File: src/rtl/mdu_hilo_ctrl_if.sv
// ---------------------------------------------------------------------------
// mdu_hilo_ctrl_if
// Issue/result bus between the HI/LO control stage and the pipelined
// multiplier.
//   mul_en      ctrl -> mult  one-cycle issue pulse
//   mul_cancel  ctrl -> mult  one-cycle cancel pulse (restarts the count at 1)
//   mul_a       ctrl -> mult  33-bit extended rs operand
//   mul_b       ctrl -> mult  33-bit extended rt operand
//   mul_res     mult -> ctrl  66-bit product
//   mul_finish  mult -> ctrl  mul_res is valid this cycle
// master = control stage, slave = multiplier.
// ---------------------------------------------------------------------------
interface mdu_hilo_ctrl_if;
  logic        mul_en;
  logic        mul_cancel;
  logic [32:0] mul_a;
  logic [32:0] mul_b;
  logic [65:0] mul_res;
  logic        mul_finish;

  modport master (
    output mul_en,
    output mul_cancel,
    output mul_a,
    output mul_b,
    input  mul_res,
    input  mul_finish
  );

  modport slave (
    input  mul_en,
    input  mul_cancel,
    input  mul_a,
    input  mul_b,
    output mul_res,
    output mul_finish
  );
endinterface

File: src/rtl/mdu_hilo_ctrl.sv
// ---------------------------------------------------------------------------
// mdu_hilo_ctrl
// Multiply/accumulate control stage in EX. Decodes MDU ops, extends and
// issues operands to the pipelined multiplier, stalls EX until the product
// returns, then updates HI/LO (plain or accumulate) or returns the low word
// of a MUL to the GPR path. An EX flush cancels an in-flight multiply and the
// stage drains the multiplier before accepting new work.
//
// Ports
//   clk, resetn            clock, synchronous active-low reset
//   op_valid, op           MDU op held in EX (1..7 mul-class, 8 MTHI, 9 MTLO)
//   rs_val, rt_val         operands
//   flush                  exception/eret flush of EX
//   mul_if (master)        issue/cancel/operands out, product/finish in
//   stall                  hold EX and earlier stages
//   hi, lo                 architectural HI/LO
//   gpr_res, gpr_res_valid MUL result (low product word), one-cycle valid
// ---------------------------------------------------------------------------
module mdu_hilo_ctrl #(
  parameter int MUL_LAT = 3
) (
  input  logic            clk,
  input  logic            resetn,
  input  logic            op_valid,
  input  logic [3:0]      op,
  input  logic [31:0]     rs_val,
  input  logic [31:0]     rt_val,
  input  logic            flush,
  mdu_hilo_ctrl_if.master mul_if,
  output logic            stall,
  output logic [31:0]     hi,
  output logic [31:0]     lo,
  output logic [31:0]     gpr_res,
  output logic            gpr_res_valid
);

  localparam logic [3:0] OP_MULT  = 4'd1;
  localparam logic [3:0] OP_MADD  = 4'd3;
  localparam logic [3:0] OP_MADDU = 4'd4;
  localparam logic [3:0] OP_MSUB  = 4'd5;
  localparam logic [3:0] OP_MSUBU = 4'd6;
  localparam logic [3:0] OP_MUL   = 4'd7;
  localparam logic [3:0] OP_MTHI  = 4'd8;
  localparam logic [3:0] OP_MTLO  = 4'd9;

  // A cancelled multiply restarts at count 1 and finishes MUL_LAT-1 cycles
  // later; that only makes sense for a pipeline of at least two stages.
  if (MUL_LAT < 2) begin : g_lat_check
    $error("mdu_hilo_ctrl: MUL_LAT must be at least 2");
  end

  typedef enum logic [1:0] {
    S_IDLE,
    S_WAIT,
    S_DRAIN
  } state_t;

  state_t      state_q, state_d;
  logic [3:0]  op_q, op_d;
  logic [32:0] a_q, a_d;
  logic [32:0] b_q, b_d;
  logic [31:0] hi_q, hi_d;
  logic [31:0] lo_q, lo_d;

  logic        is_mul_class;
  logic        is_mt;
  logic        op_signed;
  logic [32:0] rs_ext;
  logic [32:0] rt_ext;
  logic [63:0] prod;
  logic [63:0] hilo_cur;
  logic [63:0] hilo_new;
  logic        unused_res_top;

  logic        mul_en_c;
  logic        mul_cancel_c;
  logic [32:0] mul_a_c;
  logic [32:0] mul_b_c;
  logic        stall_c;
  logic        gpr_valid_c;
  logic [31:0] gpr_res_c;

  // ---------------------------------------------------------------- decode
  assign is_mul_class = (op >= OP_MULT) && (op <= OP_MUL);
  assign is_mt        = (op == OP_MTHI) || (op == OP_MTLO);
  assign op_signed    = (op == OP_MULT) || (op == OP_MADD) ||
                        (op == OP_MSUB) || (op == OP_MUL);

  // 33-bit extension lets one signed multiplier serve both signednesses.
  assign rs_ext = {op_signed & rs_val[31], rs_val};
  assign rt_ext = {op_signed & rt_val[31], rt_val};

  // Only the low 64 product bits are architecturally meaningful.
  assign prod           = mul_if.mul_res[63:0];
  assign unused_res_top = ^mul_if.mul_res[65:64];
  assign hilo_cur       = {hi_q, lo_q};

  // HI/LO value written by the latched op; accumulation wraps modulo 2^64.
  always_comb begin
    case (op_q)
      OP_MADD, OP_MADDU: hilo_new = hilo_cur + prod;
      OP_MSUB, OP_MSUBU: hilo_new = hilo_cur - prod;
      default:           hilo_new = prod;
    endcase
  end

  // ------------------------------------------------- next state / outputs
  always_comb begin
    state_d      = state_q;
    op_d         = op_q;
    a_d          = a_q;
    b_d          = b_q;
    hi_d         = hi_q;
    lo_d         = lo_q;
    mul_en_c     = 1'b0;
    mul_cancel_c = 1'b0;
    mul_a_c      = a_q;
    mul_b_c      = b_q;
    stall_c      = 1'b0;
    gpr_valid_c  = 1'b0;
    gpr_res_c    = 32'd0;

    case (state_q)
      S_IDLE: begin
        mul_a_c = rs_ext;
        mul_b_c = rt_ext;
        if (op_valid && !flush) begin
          if (is_mul_class) begin
            mul_en_c = 1'b1;
            stall_c  = 1'b1;
            op_d     = op;
            a_d      = rs_ext;
            b_d      = rt_ext;
            state_d  = S_WAIT;
          end else if (op == OP_MTHI) begin
            hi_d = rs_val;
          end else if (op == OP_MTLO) begin
            lo_d = rs_val;
          end
        end
      end

      S_WAIT: begin
        if (mul_if.mul_finish) begin
          state_d = S_IDLE;
          // An MTHI/MTLO waiting behind the multiply is held one more cycle
          // so the product write lands first and the move overwrites it.
          stall_c = op_valid && is_mt && !flush;
          if (!flush) begin
            if (op_q == OP_MUL) begin
              gpr_valid_c = 1'b1;
              gpr_res_c   = prod[31:0];
            end else begin
              hi_d = hilo_new[63:32];
              lo_d = hilo_new[31:0];
            end
          end
        end else begin
          stall_c = 1'b1;
          if (flush) begin
            mul_cancel_c = 1'b1;
            state_d      = S_DRAIN;
          end
        end
      end

      S_DRAIN: begin
        // New multiplies wait for IDLE; moves proceed, flush has no effect
        // on the already-cancelled multiplier.
        stall_c = op_valid && is_mul_class;
        if (op_valid && !flush) begin
          if (op == OP_MTHI) begin
            hi_d = rs_val;
          end else if (op == OP_MTLO) begin
            lo_d = rs_val;
          end
        end
        if (mul_if.mul_finish) begin
          state_d = S_IDLE;
        end
      end

      default: begin
        state_d = S_IDLE;
      end
    endcase

    // Keep every strobe quiet while reset is held.
    if (!resetn) begin
      mul_en_c     = 1'b0;
      mul_cancel_c = 1'b0;
      stall_c      = 1'b0;
      gpr_valid_c  = 1'b0;
      gpr_res_c    = 32'd0;
    end
  end

  // ---------------------------------------------------------------- state
  always_ff @(posedge clk) begin
    if (!resetn) begin
      state_q <= S_IDLE;
      op_q    <= 4'd0;
      a_q     <= 33'd0;
      b_q     <= 33'd0;
      hi_q    <= 32'd0;
      lo_q    <= 32'd0;
    end else begin
      state_q <= state_d;
      op_q    <= op_d;
      a_q     <= a_d;
      b_q     <= b_d;
      hi_q    <= hi_d;
      lo_q    <= lo_d;
    end
  end

  // -------------------------------------------------------------- outputs
  assign mul_if.mul_en     = mul_en_c;
  assign mul_if.mul_cancel = mul_cancel_c;
  assign mul_if.mul_a      = mul_a_c;
  assign mul_if.mul_b      = mul_b_c;
  assign stall             = stall_c;
  assign gpr_res_valid     = gpr_valid_c;
  assign gpr_res           = gpr_res_c;
  assign hi                = hi_q;
  assign lo                = lo_q;

endmodule

File: src/flat_wrapper.sv
// flat-port wrapper written by rule: the top's interface ports become plain ports
module mdu_hilo_ctrl_flat 
#(
  parameter int MUL_LAT = 3
)
  (clk, resetn, op_valid, op, rs_val, rt_val, flush, stall, hi, lo, gpr_res, gpr_res_valid, mul_if_mul_en, mul_if_mul_cancel, mul_if_mul_a, mul_if_mul_b, mul_if_mul_res, mul_if_mul_finish);
  mdu_hilo_ctrl_if mul_if_i ();
  input  logic clk;
  input  logic resetn;
  input  logic op_valid;
  input  logic [3:0] op;
  input  logic [31:0] rs_val;
  input  logic [31:0] rt_val;
  input  logic flush;
  output logic stall;
  output logic [31:0] hi;
  output logic [31:0] lo;
  output logic [31:0] gpr_res;
  output logic gpr_res_valid;
  output wire logic [$bits(mul_if_i.mul_en)-1:0] mul_if_mul_en;
  output wire logic [$bits(mul_if_i.mul_cancel)-1:0] mul_if_mul_cancel;
  output wire logic [$bits(mul_if_i.mul_a)-1:0] mul_if_mul_a;
  output wire logic [$bits(mul_if_i.mul_b)-1:0] mul_if_mul_b;
  input wire logic [$bits(mul_if_i.mul_res)-1:0] mul_if_mul_res;
  input wire logic [$bits(mul_if_i.mul_finish)-1:0] mul_if_mul_finish;
  assign mul_if_mul_en = mul_if_i.mul_en;
  assign mul_if_mul_cancel = mul_if_i.mul_cancel;
  assign mul_if_mul_a = mul_if_i.mul_a;
  assign mul_if_mul_b = mul_if_i.mul_b;
  assign mul_if_i.mul_res = mul_if_mul_res;
  assign mul_if_i.mul_finish = mul_if_mul_finish;
  mdu_hilo_ctrl #(.MUL_LAT(MUL_LAT)) u_core (.clk(clk), .resetn(resetn), .op_valid(op_valid), .op(op), .rs_val(rs_val), .rt_val(rt_val), .flush(flush), .mul_if(mul_if_i), .stall(stall), .hi(hi), .lo(lo), .gpr_res(gpr_res), .gpr_res_valid(gpr_res_valid));
endmodule
File: config.mk
export PLATFORM = sky130hd
export DESIGN_NAME = mdu_hilo_ctrl_flat
export DESIGN_NICKNAME = d
export VERILOG_FILES = /design/src/rtl/mdu_hilo_ctrl_if.sv /design/src/rtl/mdu_hilo_ctrl.sv /design/src/flat_wrapper.sv
export SDC_FILE = /design/constraint.sdc
export NUM_CORES = 1
export LEC_CHECK = 0
export BUFFER_PORTS_ARGS = -buffer_cell sky130_fd_sc_hd__buf_2
export CAP_MARGIN = 30
export CORE_ASPECT_RATIO = 0.75
export CORE_MARGIN = 10
export CORE_UTILIZATION = 33
export DETAILED_ROUTE_END_ITERATION = 8
export GPL_TIMING_DRIVEN = 0
export SETUP_SLACK_MARGIN = 0.02
export SLEW_MARGIN = 15
export SYNTH_ARGS = -nofsm -noshare
export SYNTH_HDL_FRONTEND = slang
export SYNTH_SLANG_ARGS = --single-unit
File: constraint.sdc
create_clock -name clk -period 11.05 [get_ports clk]
set_clock_uncertainty 0.2 [all_clocks]
set_input_delay 1.105 -clock clk [delete_from_list [all_inputs] [get_ports clk]]
set_output_delay 1.105 -clock clk [all_outputs]
set_load 0.02 [all_outputs]
==> After elaboration in Yosys (flattened, before gate mapping) <==
Index checks and enable logic that the tools add are counted.
{ "totals": {"register_bits": 136, "latchBits": 0, "ramBits": 0, "romBits": 0, "input_bits": 139, "output_inout_bits": 166, "word_cells": 98, "mem_count": 0} }
{ "classes": {"n_addsub": 2, "mul": 0, "div": 0, "magnitude_cmp": 2, "n_eq_ne": 22, "shifts": 0, "mux": 47, "bitwise": 2, "reduce_logical": 17} }
{ "ops": {"columns": ["operator", "count"], "rows": [
  ["two-way mux 32 bit", 20],
  ["case mux 32 bit (3 select lines)", 2],
  ["case mux 64 bit (2 select lines)", 1],
  ["two-way mux 33 bit", 2],
  ["adder 64 bit", 1],
  ["subtractor 64 bit", 1],
  ["equality test 4 x 3 -> 1 bit (second input constant)", 6],
  ["two-way mux 1 bit", 15],
  ["two-way mux 2 bit", 5],
  ["inequality test 2 bit (second input constant)", 5],
  ["equality test 4 x 2 -> 1 bit (second input constant)", 2],
  ["equality test 4 bit (second input constant)", 2],
  ["AND reduction 7 bit", 1],
  ["inequality test 2 x 1 -> 1 bit (second input constant)", 3],
  ["case mux 2 bit (3 select lines)", 1],
  ["logical AND 1 bit", 5],
  ["equality test 4 x 1 -> 1 bit (second input constant)", 1],
  ["greater-or-equal comparator 4 x 1 -> 1 bit (second input constant)", 1],
  ["less-or-equal comparator 4 x 3 -> 1 bit (second input constant)", 1],
  ["logical OR 1 bit", 4],
  ["AND reduction 4 bit", 1],
  ["OR reduction 2 bit", 2],
  ["inequality test 3 bit (second input constant)", 1],
  ["case mux 1 bit (3 select lines)", 1],
  ["other kinds (7)", 8]
]} }

==> Longest topological paths before layout <==
{ "logic_depth": {"ltp_word": 7, "depth_mapped": 22, "ltp_nobuf": 21} }

==> Least setup slack after synthesis <==
Ideal clock, no wire load.
{ "synth_path": {"path_type": "input -> register", "startpoint": "input mul_if_mul_res[29]", "endpoint": "register u_core.hi_q[31] (netlist: u_core.hi[31])", "setup_ns": 0.133, "arrival_ns": 5.662, "t_required_ns": 10.717, "path_slack_ns": 5.055, "cell_stages": 22, "n_path_buf": 1, "path_cell_list": "or4_4 > or3_4 > or3_4 > or4_4 > nor3_2 > nand2_1 > or2_4 > nor2_4 > a31oi_1 > xnor2_1 > ha_1 > clkbuf_1 > a21oi_1 > nor2b_1 > o21ai_0 > nand2b_1 > a221o_1 > a21o_1 > a211oi_1 > a21oi_1 > a211oi_1 > a311oi_1"} }
{ "synth_between": {"elab_chain_cells": 6, "elab_cells_between_ends": 7, "classes_between": "add/sub: 2; mux: 5"} }
{ "synth_lines": {"columns": ["element", "line_no", "rtl"], "rows": [
  ["from (decl)", "flat_wrapper.sv:24", "input wire logic [$bits(mul_if_i.mul_res)-1:0] mul_if_mul_res;"],
  ["subtractor 64 bit or adder 64 bit (tied branches)", "mdu_hilo_ctrl.sv:102, mdu_hilo_ctrl.sv:101", null],
  ["case mux 64 bit (2 select lines) *", "mdu_hilo_ctrl.sv:100", "case (op_q)"],
  ["two-way mux 32 bit *", "mdu_hilo_ctrl.sv:150", "if (op_q == OP_MUL) begin"],
  ["two-way mux 32 bit *", "mdu_hilo_ctrl.sv:149", "if (!flush) begin"],
  ["two-way mux 32 bit *", "mdu_hilo_ctrl.sv:144", "if (mul_if.mul_finish) begin"],
  ["case mux 32 bit (3 select lines) *", "mdu_hilo_ctrl.sv:123", "case (state_q)"],
  ["to (signal assigned)", "mdu_hilo_ctrl.sv:212", "hi_q <= hi_d;"],
  ["to (decl)", "mdu_hilo_ctrl.sv:62", "logic [31:0] hi_q, hi_d;"]
]} }
Every way passes the cells marked *; elsewhere a longest branch is shown, timed or not. The select of a mux whose other input is x is not followed.
A chain may end at the register's enable or synchronous reset.

==> Worst setup path in the final report <==
{ "layout_path": {"startpoint": "input mul_if_mul_res[5]", "endpoint": "register u_core.hi_q[16] (netlist: u_core.hi[16])"} }
The elaborated chain is that of the path after synthesis.

==> impl_metrics.json <==
{
  "core_sq_mm": 0.03596,
  "max_slew_margin_pct": 29.05,
  "hold_depth": 2,
  "timing.setup.tns_ns": 0,
  "dp.final_hpwl_um": 49180,
  "dp_cells": 2459,
  "fin_nets": 2220,
  "portBuffers": 300,
  "hold_ws_ns": 0.2530,
  "synth-seq-cells": 136,
  "min_from": "u_core.b_q[0]",
  "synth_cells": 1694,
  "ir_drop_mv": 0.07537,
  "start_util_pct": 33.59,
  "min_to": "u_core.b_q[0]",
  "vias": 14610,
  "wl_per_cell_um": 24.40,
  "power.leakage_uw": 0.006171,
  "fmax_mhz": 144.2,
  "seq_area_sq_mm": 0.002723,
  "yosys.area.top_type": "dfxtp_1",
  "overflow": 0,
  "r2r-start": "u_core.op_q[2]",
  "synth.distinct_cells": 70,
  "worstMarginPinSlew_ns": 1.064,
  "cts_max_level": 4,
  "root_buffer": "clkbuf_16",
  "vias_per_cell": 5.858,
  "crit_arrival_ns": 7.10,
  "ys_seq_area_share_pct": 22.54,
  "dieArea_sq_mm": 0.04473,
  "chipHeight_um": 185.7,
  "period_share_pct": 62.77,
  "ios": 305,
  "avgSynthCellArea_sq_um": 7.130,
  "synth_edf_count": 0,
  "synth_flop_cell": "dfxtp_1",
  "clk-insertion-delay-late_ns": 0.45,
  "num_rows": 60,
  "fin_cells": 2494,
  "cp-end-kind": "flop",
  "multi_input_area_sq_mm": 0.008823,
  "setup_viol": 0,
  "slew_viol_final": 0,
  "drtIter0Drc": 1902,
  "drive_gt1_share_pct": 20.71,
  "syn_nets": 1898,
  "antenna_found_initial": 3,
  "cts_sinks": 136,
  "cts_made_buffers": 17,
  "path_max_fanout": 8,
  "yosysWarnings": 0,
  "placed_area_sq_mm": 0.01416,
  "fin_ws_ns": 4.114,
  "postCtsSetupRepairBufs": 0,
  "rsz0062_at_grt": "no",
  "grt_start_max_net_pins": 17,
  "clock_path_buffers": 2,
  "grt_use_total_pct": 26.09,
  "critical_path_class": "in2reg",
  "start_kind": "input port",
  "ctsHoldBuffers": 0,
  "syn_to_final_growth_pct": 22.05,
  "synthArstFlopShare_pct": 0,
  "netlist_top_cells_area": "dfxtp_1, nand2_1, a21oi_1, ha_1, mux2_2",
  "clk_pin_slew_ns": 0.07,
  "powerDensity_mw_per_mm2": 97.26,
  "outcome": "completed",
  "hold_viol_final": 0,
  "wl_um": 60860,
  "stdcell_area_sq_mm": 0.01474,
  "cts_tree": "yes",
  "cap_viol_max_count": 0,
  "grt_pass1_wl_um": 88210,
  "place_ws_ns": 3.881,
  "gp_congestion": 0.9717,
  "min_path_type": "reg2reg",
  "ant_nets": 0,
  "nFillCells": 3820,
  "syn_area_sq_mm": 0.01208,
  "synth_top_area_share_pct": 22.54,
  "first_pass_iters": 5,
  "r2r_end": "u_core.hi[16]",
  "post-route-drc-count": 0,
  "required_ns": 11.21,
  "r2r_cells": 18,
  "cts_resized": 0,
  "min_period_ns": 6.936,
  "grt_pass1_vias": 13840,
  "r2r_slack_ns": 4.69,
  "die_w_um": 240.9
}
synth_stat cells (all sizes together) (8+ instances only):
library cell	instances
nor4	14
xnor2	70
buf	8
a221oi	15
or3	15
a311oi	13
mux2	64
a211oi	23
o211ai	28
o31ai	10
nand2b	17
nand3	36
nor2	128
a31oi	16
dfxtp	136
inv	21
o21ai	91
nand2	296
o21a	9
o221ai	11
nand4	31
clkbuf	111
xor2	50
ha	64
nor3	31
and2	35
a21oi	214
o21bai	13
and3	11
nor2b	15
a21o	28
flip-flops by register name, indices dropped and copies added, names as in the netlist:
signal and count:
u_core.hi 32, u_core.op_q 4, u_core.b_q 33, u_core.state_q 2, u_core.a_q 33, u_core.lo 32
layer usage:
layer	wire length, um	vias up	global-route usage [%]
met5	27	-	0
met4	1645	4	8.080
met3	6996	101	8.024
met2	25300	793	37.86
met1	26890	6962	35.94
li1	-	6749	-
where the power goes:
part / total [uW] / internal, uW / switching (uW)
sequential: 513 / 502 / 10.2
clock: 566 / 311 / 255
combinational: 355 / 116 / 239
total: 1430 / 929 / 504
cells by family (layout without fill, tap and decap cells):
kind of cell	Yosys count	after routing	share of synthesized area [%]
flip-flops	136	136	22.54
other	0	1	0
buffers and inverters	140	474	4.403
XOR/XNOR	120	120	8.702
multiplexers	67	67	6.216
AND/OR/NAND/NOR	650	650	24.86
adder cells (fa/ha/maj)	65	65	6.796
AO/OA/AOI/OAI	516	516	26.48
worst max-delay path by stage:
stage / from / endpoint / slack, ns
global route: mul_if_mul_res[23] / u_core.hi[16] / 3.84
detailed placement: mul_if_mul_res[23] / u_core.hi[16] / 3.88
global placement: mul_if_mul_res[5] / u_core.hi[16] / 3.85
CTS: mul_if_mul_res[23] / u_core.hi[16] / 4.31
finish: mul_if_mul_res[5] / u_core.hi[16] / 4.11
floorplan: mul_if_mul_res[29] / u_core.hi[31] / 5.05
worst max-delay path, stage by stage:
cell	delay, ns
buf_2	0.14
or3_1	0.39
or3_1	0.41
nand2b_1	0.23
nor2_1	0.25
nand2_1	0.18
nor2_1	0.32
a21oi_1	0.14
xnor2_1	0.17
ha_1	0.26
clkbuf_1	0.20
a21oi_1	0.28
o21ai_0	0.20
a2111oi_0	0.37
o21a_1	0.21
a21oi_1	0.14
a21bo_2	0.28
a221oi_1	0.76
o21ai_0	0.48
xnor2_1	0.28
a221oi_1	0.30
metrics by stage:
stage | util (%) | power (uW)
5_1_grt | 40.98 | 1481
4_1_cts | 40.92 | 1425
3_3_place_gp | 39.38 | 866.1
3_5_place_dp | 39.38 | 867.1
2_1_floorplan | - | 720.5
6_report | 40.99 | 1434
cells in the final DEF, fill, tap and decap left out, types with 35 or more instances in the layout:
| master | synthesis | routed |
|---|---|---|
| a21oi_1 | 214 | 214 |
| clkbuf_1 | 111 | 112 |
| nor2_1 | 127 | 127 |
| nand2_1 | 296 | 296 |
| mux2_2 | 64 | 64 |
| o21ai_0 | 89 | 89 |
| dfxtp_1 | 136 | 136 |
| xor2_1 | 50 | 50 |
| ha_1 | 64 | 64 |
| and2_1 | 35 | 35 |
| buf_2 | 2 | 303 |
| nand3_1 | 36 | 36 |
| xnor2_1 | 70 | 70 |
final cells by class:
type | instances | share of cell area, %
antenna | 1 | 0.01698
buffer | 119 | 3.073
clock buffer | 18 | 2.911
clock inverter | 13 | 0.8403
inverter | 21 | 0.5348
multi-input combinational | 1418 | 59.86
sequential | 136 | 18.47
tap | 465 | 3.947
timing repair buffer | 303 | 10.35
Power figures use the tool's default switching activity.
